### src/rtl/ex_stage_md.sv
// Execute stage: single-cycle ALU plus a 1-bit-per-cycle multiply/divide sequencer.
// Multi-cycle ops stall the front end through MDBusy until their result is registered.
//
// state   | meaning
// --------+-------------------------------------------------------------
// MD_IDLE | no MD op in flight; a valid MD op from ID starts the sequencer
// MD_RUN  | one shift-add / restoring-subtract step per cycle, cnt counts down
// MD_DONE | sign-corrected result feeds the EX register; waits out Stall
module ex_stage_md #(
    parameter int DATA_W = 32,
    parameter int ADDR_W = 30,
    parameter int REG_W  = 5
) (
    input  logic              clk,
    input  logic              reset,
    input  logic              Stall,
    input  logic              Flush,
    input  logic              IntDetect,
    input  logic              IDEn,
    input  logic [ADDR_W-1:0] IDPC,
    input  logic [3:0]        IDALUOp,
    input  logic [DATA_W-1:0] IDALUIn0,
    input  logic [DATA_W-1:0] IDALUIn1,
    input  logic [REG_W-1:0]  IDDstAddr,
    input  logic              IDGPRWE_,
    input  logic [1:0]        IDMemOp,
    input  logic [DATA_W-1:0] IDMemWrData,
    output logic              MDBusy,
    output logic [ADDR_W-1:0] EXPC,
    output logic              EXEn,
    output logic [DATA_W-1:0] EXOut,
    output logic              EXOF,
    output logic [REG_W-1:0]  EXDstAddr,
    output logic              EXGPRWE_,
    output logic [1:0]        EXMemOp,
    output logic [DATA_W-1:0] EXMemWrData
);
    localparam int SH_W = $clog2(DATA_W);

    localparam logic [3:0] OP_PASS = 4'd0;
    localparam logic [3:0] OP_ADD  = 4'd1;
    localparam logic [3:0] OP_SUB  = 4'd2;
    localparam logic [3:0] OP_AND  = 4'd3;
    localparam logic [3:0] OP_OR   = 4'd4;
    localparam logic [3:0] OP_XOR  = 4'd5;
    localparam logic [3:0] OP_SHRL = 4'd6;
    localparam logic [3:0] OP_SHLL = 4'd7;
    localparam logic [3:0] OP_MUL  = 4'd8;
    localparam logic [3:0] OP_MULH = 4'd9;
    localparam logic [3:0] OP_DIV  = 4'd10;
    localparam logic [3:0] OP_DIVU = 4'd11;
    localparam logic [3:0] OP_REM  = 4'd12;
    localparam logic [3:0] OP_REMU = 4'd13;

    typedef enum logic [1:0] {MD_IDLE, MD_RUN, MD_DONE} md_state_t;

    md_state_t         state, state_nx;
    logic [5:0]        cnt;
    logic [3:0]        md_op;
    logic [DATA_W-1:0] acc, lo, opb;
    logic              neg_res;

    logic              kill, is_md, start, md_is_mul;
    logic              sgn_op, sa, sb, dz;
    logic [DATA_W-1:0] abs_a, abs_b;
    logic [DATA_W:0]   mul_sum, div_shift, div_diff;
    logic [DATA_W-1:0] md_res, alu_res, add_res, sub_res;
    logic              alu_of;

    assign kill  = Flush | IntDetect;
    assign is_md = (IDALUOp >= OP_MUL) && (IDALUOp <= OP_REMU);
    assign start = (state == MD_IDLE) && IDEn && is_md && !kill;

    always_ff @(posedge clk or posedge reset) begin
        if (reset) state <= MD_IDLE;
        else       state <= state_nx;
    end

    always_comb begin
        state_nx = state;
        MDBusy   = 1'b0;
        unique case (state)
            MD_IDLE: begin
                MDBusy = start;
                if (start) state_nx = MD_RUN;
            end
            MD_RUN: begin
                MDBusy = 1'b1;
                if (cnt == 6'd0) state_nx = MD_DONE;
            end
            MD_DONE: begin
                if (!Stall) state_nx = MD_IDLE;
            end
            default: state_nx = MD_IDLE;
        endcase
        if (kill) state_nx = MD_IDLE;
    end

    // Operands are reduced to magnitudes up front; sign is restored in DONE
    assign sgn_op = (IDALUOp == OP_MULH) || (IDALUOp == OP_DIV) || (IDALUOp == OP_REM);
    assign sa     = sgn_op & IDALUIn0[DATA_W-1];
    assign sb     = sgn_op & IDALUIn1[DATA_W-1];
    assign abs_a  = sa ? -IDALUIn0 : IDALUIn0;
    assign abs_b  = sb ? -IDALUIn1 : IDALUIn1;
    assign dz     = (IDALUIn1 == '0);

    assign md_is_mul = (md_op == OP_MUL) || (md_op == OP_MULH);
    assign mul_sum   = {1'b0, acc} + (lo[0] ? {1'b0, opb} : {(DATA_W+1){1'b0}});
    assign div_shift = {acc, lo[DATA_W-1]};
    assign div_diff  = div_shift - {1'b0, opb};

    always_ff @(posedge clk or posedge reset) begin
        if (reset) begin
            cnt     <= 6'd0;
            md_op   <= OP_PASS;
            acc     <= '0;
            lo      <= '0;
            opb     <= '0;
            neg_res <= 1'b0;
        end else if (kill) begin
            cnt <= 6'd0;
        end else if (start) begin
            cnt   <= 6'(DATA_W - 1);
            md_op <= IDALUOp;
            acc   <= '0;
            lo    <= abs_a;
            opb   <= abs_b;
            unique case (IDALUOp)
                OP_MULH: neg_res <= sa ^ sb;
                OP_DIV:  neg_res <= (sa ^ sb) & ~dz;   // x/0 stays all ones
                OP_REM:  neg_res <= sa;
                default: neg_res <= 1'b0;
            endcase
        end else if (state == MD_RUN) begin
            if (cnt != 6'd0) cnt <= cnt - 6'd1;
            if (md_is_mul) begin
                acc <= mul_sum[DATA_W:1];
                lo  <= {mul_sum[0], lo[DATA_W-1:1]};
            end else if (!div_diff[DATA_W]) begin
                acc <= div_diff[DATA_W-1:0];
                lo  <= {lo[DATA_W-2:0], 1'b1};
            end else begin
                acc <= div_shift[DATA_W-1:0];
                lo  <= {lo[DATA_W-2:0], 1'b0};
            end
        end
    end

    // High half of -{acc,lo}: the +1 only carries into acc when lo is zero
    always_comb begin
        md_res = lo;
        unique case (md_op)
            OP_MUL:           md_res = lo;
            OP_MULH:          md_res = neg_res ? (~acc + DATA_W'(lo == '0)) : acc;
            OP_DIV, OP_DIVU:  md_res = neg_res ? -lo : lo;
            OP_REM, OP_REMU:  md_res = neg_res ? -acc : acc;
            default:          md_res = lo;
        endcase
    end

    assign add_res = IDALUIn0 + IDALUIn1;
    assign sub_res = IDALUIn0 - IDALUIn1;

    always_comb begin
        alu_res = IDALUIn0;
        alu_of  = 1'b0;
        unique case (IDALUOp)
            OP_ADD: begin
                alu_res = add_res;
                alu_of  = (IDALUIn0[DATA_W-1] == IDALUIn1[DATA_W-1]) &&
                          (add_res[DATA_W-1] != IDALUIn0[DATA_W-1]);
            end
            OP_SUB: begin
                alu_res = sub_res;
                alu_of  = (IDALUIn0[DATA_W-1] != IDALUIn1[DATA_W-1]) &&
                          (sub_res[DATA_W-1] != IDALUIn0[DATA_W-1]);
            end
            OP_AND:  alu_res = IDALUIn0 & IDALUIn1;
            OP_OR:   alu_res = IDALUIn0 | IDALUIn1;
            OP_XOR:  alu_res = IDALUIn0 ^ IDALUIn1;
            OP_SHRL: alu_res = IDALUIn0 >> IDALUIn1[SH_W-1:0];
            OP_SHLL: alu_res = IDALUIn0 << IDALUIn1[SH_W-1:0];
            default: alu_res = IDALUIn0;
        endcase
    end

    always_ff @(posedge clk or posedge reset) begin
        if (reset) begin
            EXPC        <= '0;
            EXEn        <= 1'b0;
            EXOut       <= '0;
            EXOF        <= 1'b0;
            EXDstAddr   <= '0;
            EXGPRWE_    <= 1'b1;
            EXMemOp     <= 2'd0;
            EXMemWrData <= '0;
        end else if (kill || (!Stall && MDBusy)) begin
            EXPC        <= '0;
            EXEn        <= 1'b0;
            EXOut       <= '0;
            EXOF        <= 1'b0;
            EXDstAddr   <= '0;
            EXGPRWE_    <= 1'b1;
            EXMemOp     <= 2'd0;
            EXMemWrData <= '0;
        end else if (!Stall) begin
            EXPC        <= IDPC;
            EXEn        <= IDEn;
            EXDstAddr   <= IDDstAddr;
            EXMemOp     <= IDMemOp;
            EXMemWrData <= IDMemWrData;
            if (state == MD_DONE) begin
                EXOut    <= md_res;
                EXOF     <= 1'b0;
                EXGPRWE_ <= IDGPRWE_;
            end else begin
                EXOut    <= alu_res;
                EXOF     <= alu_of;
                EXGPRWE_ <= IDGPRWE_ | alu_of;
            end
        end
    end
endmodule

### config.mk
export PLATFORM = sky130hd
export DESIGN_NAME = ex_stage_md
export DESIGN_NICKNAME = d
export VERILOG_FILES = /design/src/rtl/ex_stage_md.sv
export SDC_FILE = /design/constraint.sdc
export NUM_CORES = 1
export LEC_CHECK = 0
export BUFFER_PORTS_ARGS = -buffer_cell sky130_fd_sc_hd__buf_2
export CORE_MARGIN = 5
export CORE_UTILIZATION = 42
export CTS_BUF_LIST = sky130_fd_sc_hd__clkbuf_8
export CTS_CLUSTER_DIAMETER = 150
export DETAILED_ROUTE_END_ITERATION = 16
export PLACE_DENSITY = 0.64
export SYNTH_ARGS = -nofsm -noshare
export SYNTH_HDL_FRONTEND = slang
export SYNTH_SLANG_ARGS = --single-unit
export TNS_END_PERCENT = 10
### constraint.sdc
create_clock -name clk -period 8.1 [get_ports clk]
set_input_delay 1.62 -clock clk [delete_from_list [all_inputs] [get_ports clk]]
set_output_delay 1.62 -clock clk [all_outputs]
set_load 0.05 [all_outputs]
### Yosys cells after proc, flatten, opt, wreduce, memory -nomap -nowiden

Cells that the tools add are included.

| storage, ports and cells | value |
|---|---|
| register bits after elaboration | 213 |
| bits of input ports | 144 |
| output and inout bits | 105 |
| word-level logic and storage cells | 141 |

| operators by class | value |
|---|---|
| add/sub/neg operators | 10 |
| $lt $le $gt $ge | 2 |
| eq/ne operators | 26 |
| shifts and indexed selects | 2 |
| muxes and demuxes | 47 |
| bitwise logic cells | 12 |
| reductions and logical operators | 27 |

Operator list:

| cell | number |
|---|---|
| 32-bit 2-to-1 mux | 18 |
| 32-bit one-hot mux with 7 select lines | 1 |
| 32-bit negation | 4 |
| 32-bit one-hot mux with 3 select lines | 1 |
| 32-bit logical NOT | 2 |
| 30-bit 2-to-1 mux | 2 |
| 4-bit equality test, second input constant | 9 |
| 32-bit by 32-bit adder with 33-bit output | 1 |
| 33-bit by 32-bit subtractor with 33-bit output | 1 |
| 32-bit by 1-bit adder with 32-bit output | 1 |
| 32-bit adder | 1 |
| 32-bit bitwise AND | 1 |
| 32-bit NOT | 1 |
| 32-bit OR | 1 |
| 32-bit by 5-bit left shift with 32-bit output | 1 |
| 32-bit by 5-bit >> shifter with 32-bit output | 1 |
| 32-bit subtractor | 1 |
| 32-bit bitwise XOR | 1 |
| 6-bit 2-to-1 mux | 4 |
| 4-bit by 3-bit equality test with 1-bit output, second input constant | 4 |
| 2-bit 2-to-1 mux | 6 |
| 5-bit 2-to-1 mux | 2 |
| 1-bit 2-to-1 mux | 9 |
| 3-bit inequality test, second input constant | 3 |
| 28 further kinds | 50 |

### Longest topological paths before layout

| depth | value |
|---|---|
| depth in word-level cells | 8 |
| mapped depth | 19 |
| depth with buffers taken out | 17 |

### Worst setup path after synthesis

OpenSTA, ideal clock, no wires.

| timing path | value |
|---|---|
| path type | input-to-reg |
| start | input port IDALUIn1[2] |
| end | register EXOut[24] |
| setup time | 130 ps |
| arrival | 5261 ps |
| data required time | 7970 ps |
| path slack | 2708 ps |
| stages | 15 |
| path buffers | 3 |
| path through | clkbuf_1 -> inv_2 -> buf_1 -> buf_1 -> ha_1 -> nand2b_1 -> a221oi_1 -> o31a_1 -> o31a_1 -> a2111oi_0 -> or4_1 -> nor3b_1 -> a221o_1 -> a221oi_1 -> a21oi_1 |

| between the ends | value |
|---|---|
| longest elaborated chain between the ends | 5 |
| elaborated cells between the ends (all ways) | 8 |
| those cells by class | add/sub (2); shift (2); mux (4) |

Ends and longest elaborated chain:

| what | line | source |
|---|---|---|
| start: declaration | 23 | `input logic [DATA_W-1:0] IDALUIn1,` |
| 32-bit subtractor, or another cell as far along | 162 | `assign sub_res = IDALUIn0 - IDALUIn1;` |
| 32-bit one-hot mux with 7 select lines (*) | 167 | `unique case (IDALUOp)` |
| 32-bit 2-to-1 mux (*) | 212 | `if (state == MD_DONE) begin` |
| 32-bit 2-to-1 mux (*) | 206 | `end else if (!Stall) begin` |
| 32-bit 2-to-1 mux (*) | 197 | `end else if (kill \|\| (!Stall && MDBusy)) begin` |
| end signal: assignment | 213 | `EXOut <= md_res;` |
| end signal: assignment | 217 | `EXOut <= alu_res;` |
| end: declaration | 31 | `output logic [DATA_W-1:0] EXOut,` |

Mark *: on every way between the ends. The rest lies on a longest branch, timed or not. The select of a mux whose other input is x is not followed.
A chain may end at the register's enable or synchronous reset.

### Worst setup path in the final report

| timing path | value |
|---|---|
| start | register lo[12] |
| end | register EXOut[20] |

| between the ends | value |
|---|---|
| longest elaborated chain between the ends | 7 |
| elaborated cells between the ends (all ways) | 9 |
| those cells by class | add/sub (2); mux (6); reduce/logical (1) |

Ends and longest elaborated chain:

| what | line | source |
|---|---|---|
| start: declaration | 60 | `logic [DATA_W-1:0] acc, lo, opb;` |
| start signal: assignment | 126 | `lo <= abs_a;` |
| start signal: assignment | 138 | `lo <= {mul_sum[0], lo[DATA_W-1:1]};` |
| start signal: assignment | 141 | `lo <= {lo[DATA_W-2:0], 1'b1};` |
| 32-bit logical NOT | 154 | `OP_MULH: md_res = neg_res ? (~acc + DATA_W'(lo == '0)) : acc;` |
| 32-bit by 1-bit adder with 32-bit output | 154 |  |
| 32-bit 2-to-1 mux | 154 |  |
| 32-bit one-hot mux with 3 select lines (*) | 152 | `unique case (md_op)` |
| 32-bit 2-to-1 mux (*) | 212 |  |
| 32-bit 2-to-1 mux (*) | 206 |  |
| 32-bit 2-to-1 mux (*) | 197 |  |

Marks and branches as above.

==> impl_results.md <==
* Status: complete, no violations
* Most frequent cells in the layout: nand2_1 (312), o21ai_0 (287), a21oi_1 (284)
* Post-CTS Hold Buffers at 0
* Placed cell area at 26,200 um^2
* Int Power at 2.84 mW
* Endpoint kind of the worst setup timing path: flip-flop
* Met3 Resource Use GR at 9.38%
* Die Area at 63,200 um^2
* Horiz. Die Dim at 251 um
* Pre-CTS WS at 2.21 ns
* Logic gate share of total power at 48.5%
* Worst Path Arrival at 6.19 ns
* VDD IR-drop max at 0.000124 V
* Avg Inst Size Synth at 7.62 um^2
* Vias/cell at 6.50
* Initial DRC count at 3,367
* Ys Warns at 0
* Pin count of the biggest net entering global routing at 112
* Most common cell after layout, fill and taps aside: nand2_1
* # Max-Cap Violations at 0
* Yosys reg bits at 213
* Setup Buffers After CTS at 0
* Post-synthesis sequential area ratio at 21.8%
* Synth Flop Type: dfrtp_1
* Fin crit share at 69.7%
* Met1 Usage GRT at 42.5%
* Worst Hold Class: flip-flop to flip-flop
* Fin. max-slew vios at 0
* Initial Utilization at 42.4%
* Crit path max fanout at 9
* Mapped Nets at 3,543
* Worst skew pair latency at 0.67 ns
* Sequential power share at 26.7%
* Post-synth EDFFs at 0
* Final hold vios at 0
* Hold slack final at 0.479 ns
* Final HPWL DP at 82.1 mm
* RSZ-0062 raised after global routing: no
* Final setup fails at 0
* Total core area at 57,700 um^2
* PD cells at 194 nW/um^2
* Critical path launch point type: flip-flop
* CTS Buf Count at 42
* Final worst-path setup slack at 2.46 ns
* Crit Path Class: flip-flop to flip-flop
* Number of routed nets with antenna violations at 0
* Root buf cell: clkbuf_8
* Clk slew on worst S/H paths at 0.07 ns
* # H-tree levels at 2
* CTS tree: done
* GPL Wtd Cong at 1.03
* Clock Skew at 0.0515 ns
* Setup TNS at 0 ns
* Slew headroom at 20.7%
* Post-Route WL at 109 mm
* Buffers on Ports at 248
* Post-Layout Inst Area at 27,200 um^2
* Fmax at 177 MHz
* NetSw at 2.43 mW
* Fin crit period at 5.64 ns
* Routed wire per std cell at 26.5 um
* Ratio of cells with drive above 1 in the final layout at 14.0%
* Mapped Area at 24,500 um^2
* Vias in the first global route at 24,900
* Grt met2 use at 50.3%
* Sw frac at 46.1%
* Layout area overhead at 11.0%
* Total global-route track usage at 32.5%
* First-pass GRT wire length at 161 mm
* DR vias at 26,700
* PostCTS Resize Cnt at 0
* Clock buffer depth at 3
* Die H at 251 um
* Clock power share at 24.8%
* I/O pins at 249
* Cell variety after synth at 81
* Final #Nets at 3,638
* Post-Syn Instances at 3,212
* Initial antenna violation count at 11
* DRT Pass-1 Iters at 8
* Layer with the highest usage: met2
* Cell Rows at 88
* Worst-margin pin slew at 1.17 ns
* GRT Residual Overflow at 0
* WP data required at 8.65 ns
* Synth async-reset ratio at 100%
* Leak at 12.2 nW
* Clock Sinks at 213
* DRC errors left at 0
[cell type report]
type	instances	area, um^2
timing repair buffer	296	1600
antenna	4	10.0
clock buffer	51	702
fill	5900	30500
sequential	213	5330
inverter	154	586
tap	765	957
multi-input combinational	2600	17700
clock inverter	25	269
[state kept, by name, indices dropped and copies added, names as in the netlist, 2 cells and up]
signal / count
EXOut: 32
opb: 32
cnt: 6
EXPC: 30
acc: 32
EXMemOp: 2
lo: 32
state: 2
md_op: 4
EXDstAddr: 5
EXMemWrData: 32
[logic make-up (layout without fill, tap and decap cells)]
family,after synthesis,in the layout,synth area share [%]
AND/OR/NAND/NOR,924,924,17.2
flip-flops,213,213,21.8
buffers and inverters,399,526,6.19
AO/OA/AOI/OAI,1213,1213,32.8
adder cells (fa/ha/maj),187,187,9.68
XOR/XNOR,146,146,5.22
other,0,4,0
multiplexers,130,130,7.16
[power groups by stage]
stage	Combinational, mW	Sequential [mW]	Clock [mW]
final	2.56	1.41	1.31
after global placement	2.48	1.42	0
after CTS	2.49	1.40	1.32
after global routing	2.77	1.43	1.37
after floorplan	1.78	1.39	0
after detailed placement	2.48	1.42	0
[layer usage]
metal / up-vias / part of all wire [%]
li1: 12100 / -
met1: 12800 / 39
met2: 1495 / 44
met3: 342 / 11
met4: 8 / 5.3
met5: - / 0.044
[through the flow]
stage / utilization, % / std cells / power (mW)
after global placement: 45.4 / 4028 / 3.90
after global routing: 47.1 / 4105 / 5.57
after CTS: 47.1 / 4104 / 5.22
after floorplan: - / 3212 / 3.17
after detailed placement: 45.4 / 4028 / 3.90
final: 47.1 / 4108 / 5.28
[final timing paths]
check                      startpoint   endpoint  slack [ns]  cells after the start
setup / recovery               lo[12]  EXOut[20]        2.46                     15
hold / removal                 opb[5]     opb[5]        0.48                      2
setup reg to reg               lo[12]  EXOut[20]        2.46                     15
hold reg to reg                opb[5]     opb[5]        0.48                      2
max in group asynchronous       reset    neg_res        5.56                      3
min in group asynchronous       reset    EXPC[1]        1.10                      2
[synth_stat cells (29+ instances only)]
cell | count | area share, %
a21o_1 | 50 | 1.5
dfrtp_1 | 212 | 22
nor2_1 | 283 | 4.3
xnor2_1 | 113 | 4.0
mux2i_1 | 83 | 3.4
inv_1 | 150 | 2.3
o21ai_0 | 287 | 5.9
o211ai_1 | 73 | 2.2
xor2_1 | 33 | 1.2
ha_1 | 183 | 9.4
mux4_2 | 35 | 3.2
clkbuf_1 | 209 | 3.2
nand2b_1 | 32 | 0.82
a21oi_1 | 284 | 5.8
o22ai_1 | 36 | 0.92
a31oi_1 | 37 | 0.95
nor3_1 | 52 | 1.1
a221oi_1 | 39 | 1.4
nand2_1 | 312 | 4.8
o31ai_1 | 29 | 0.89
a22o_1 | 90 | 3.2
a211oi_1 | 41 | 1.3
nand3_1 | 75 | 1.5
[critical path, stage by stage (launching register included)]
cell     delay (ns)
dfrtp_1        0.46
or4_4          0.59
or4_4          0.45
or4_4          0.43
or3_1          0.44
nor3_1         0.45
ha_1           0.25
ha_1           0.19
nand2_1        0.07
or2_2          0.35
o41ai_1        0.67
o22ai_1        0.16
o21ai_0        0.34
a31oi_1        0.24
a22o_1         0.25
a31o_2         0.21
Power figures use the tool's default switching activity.
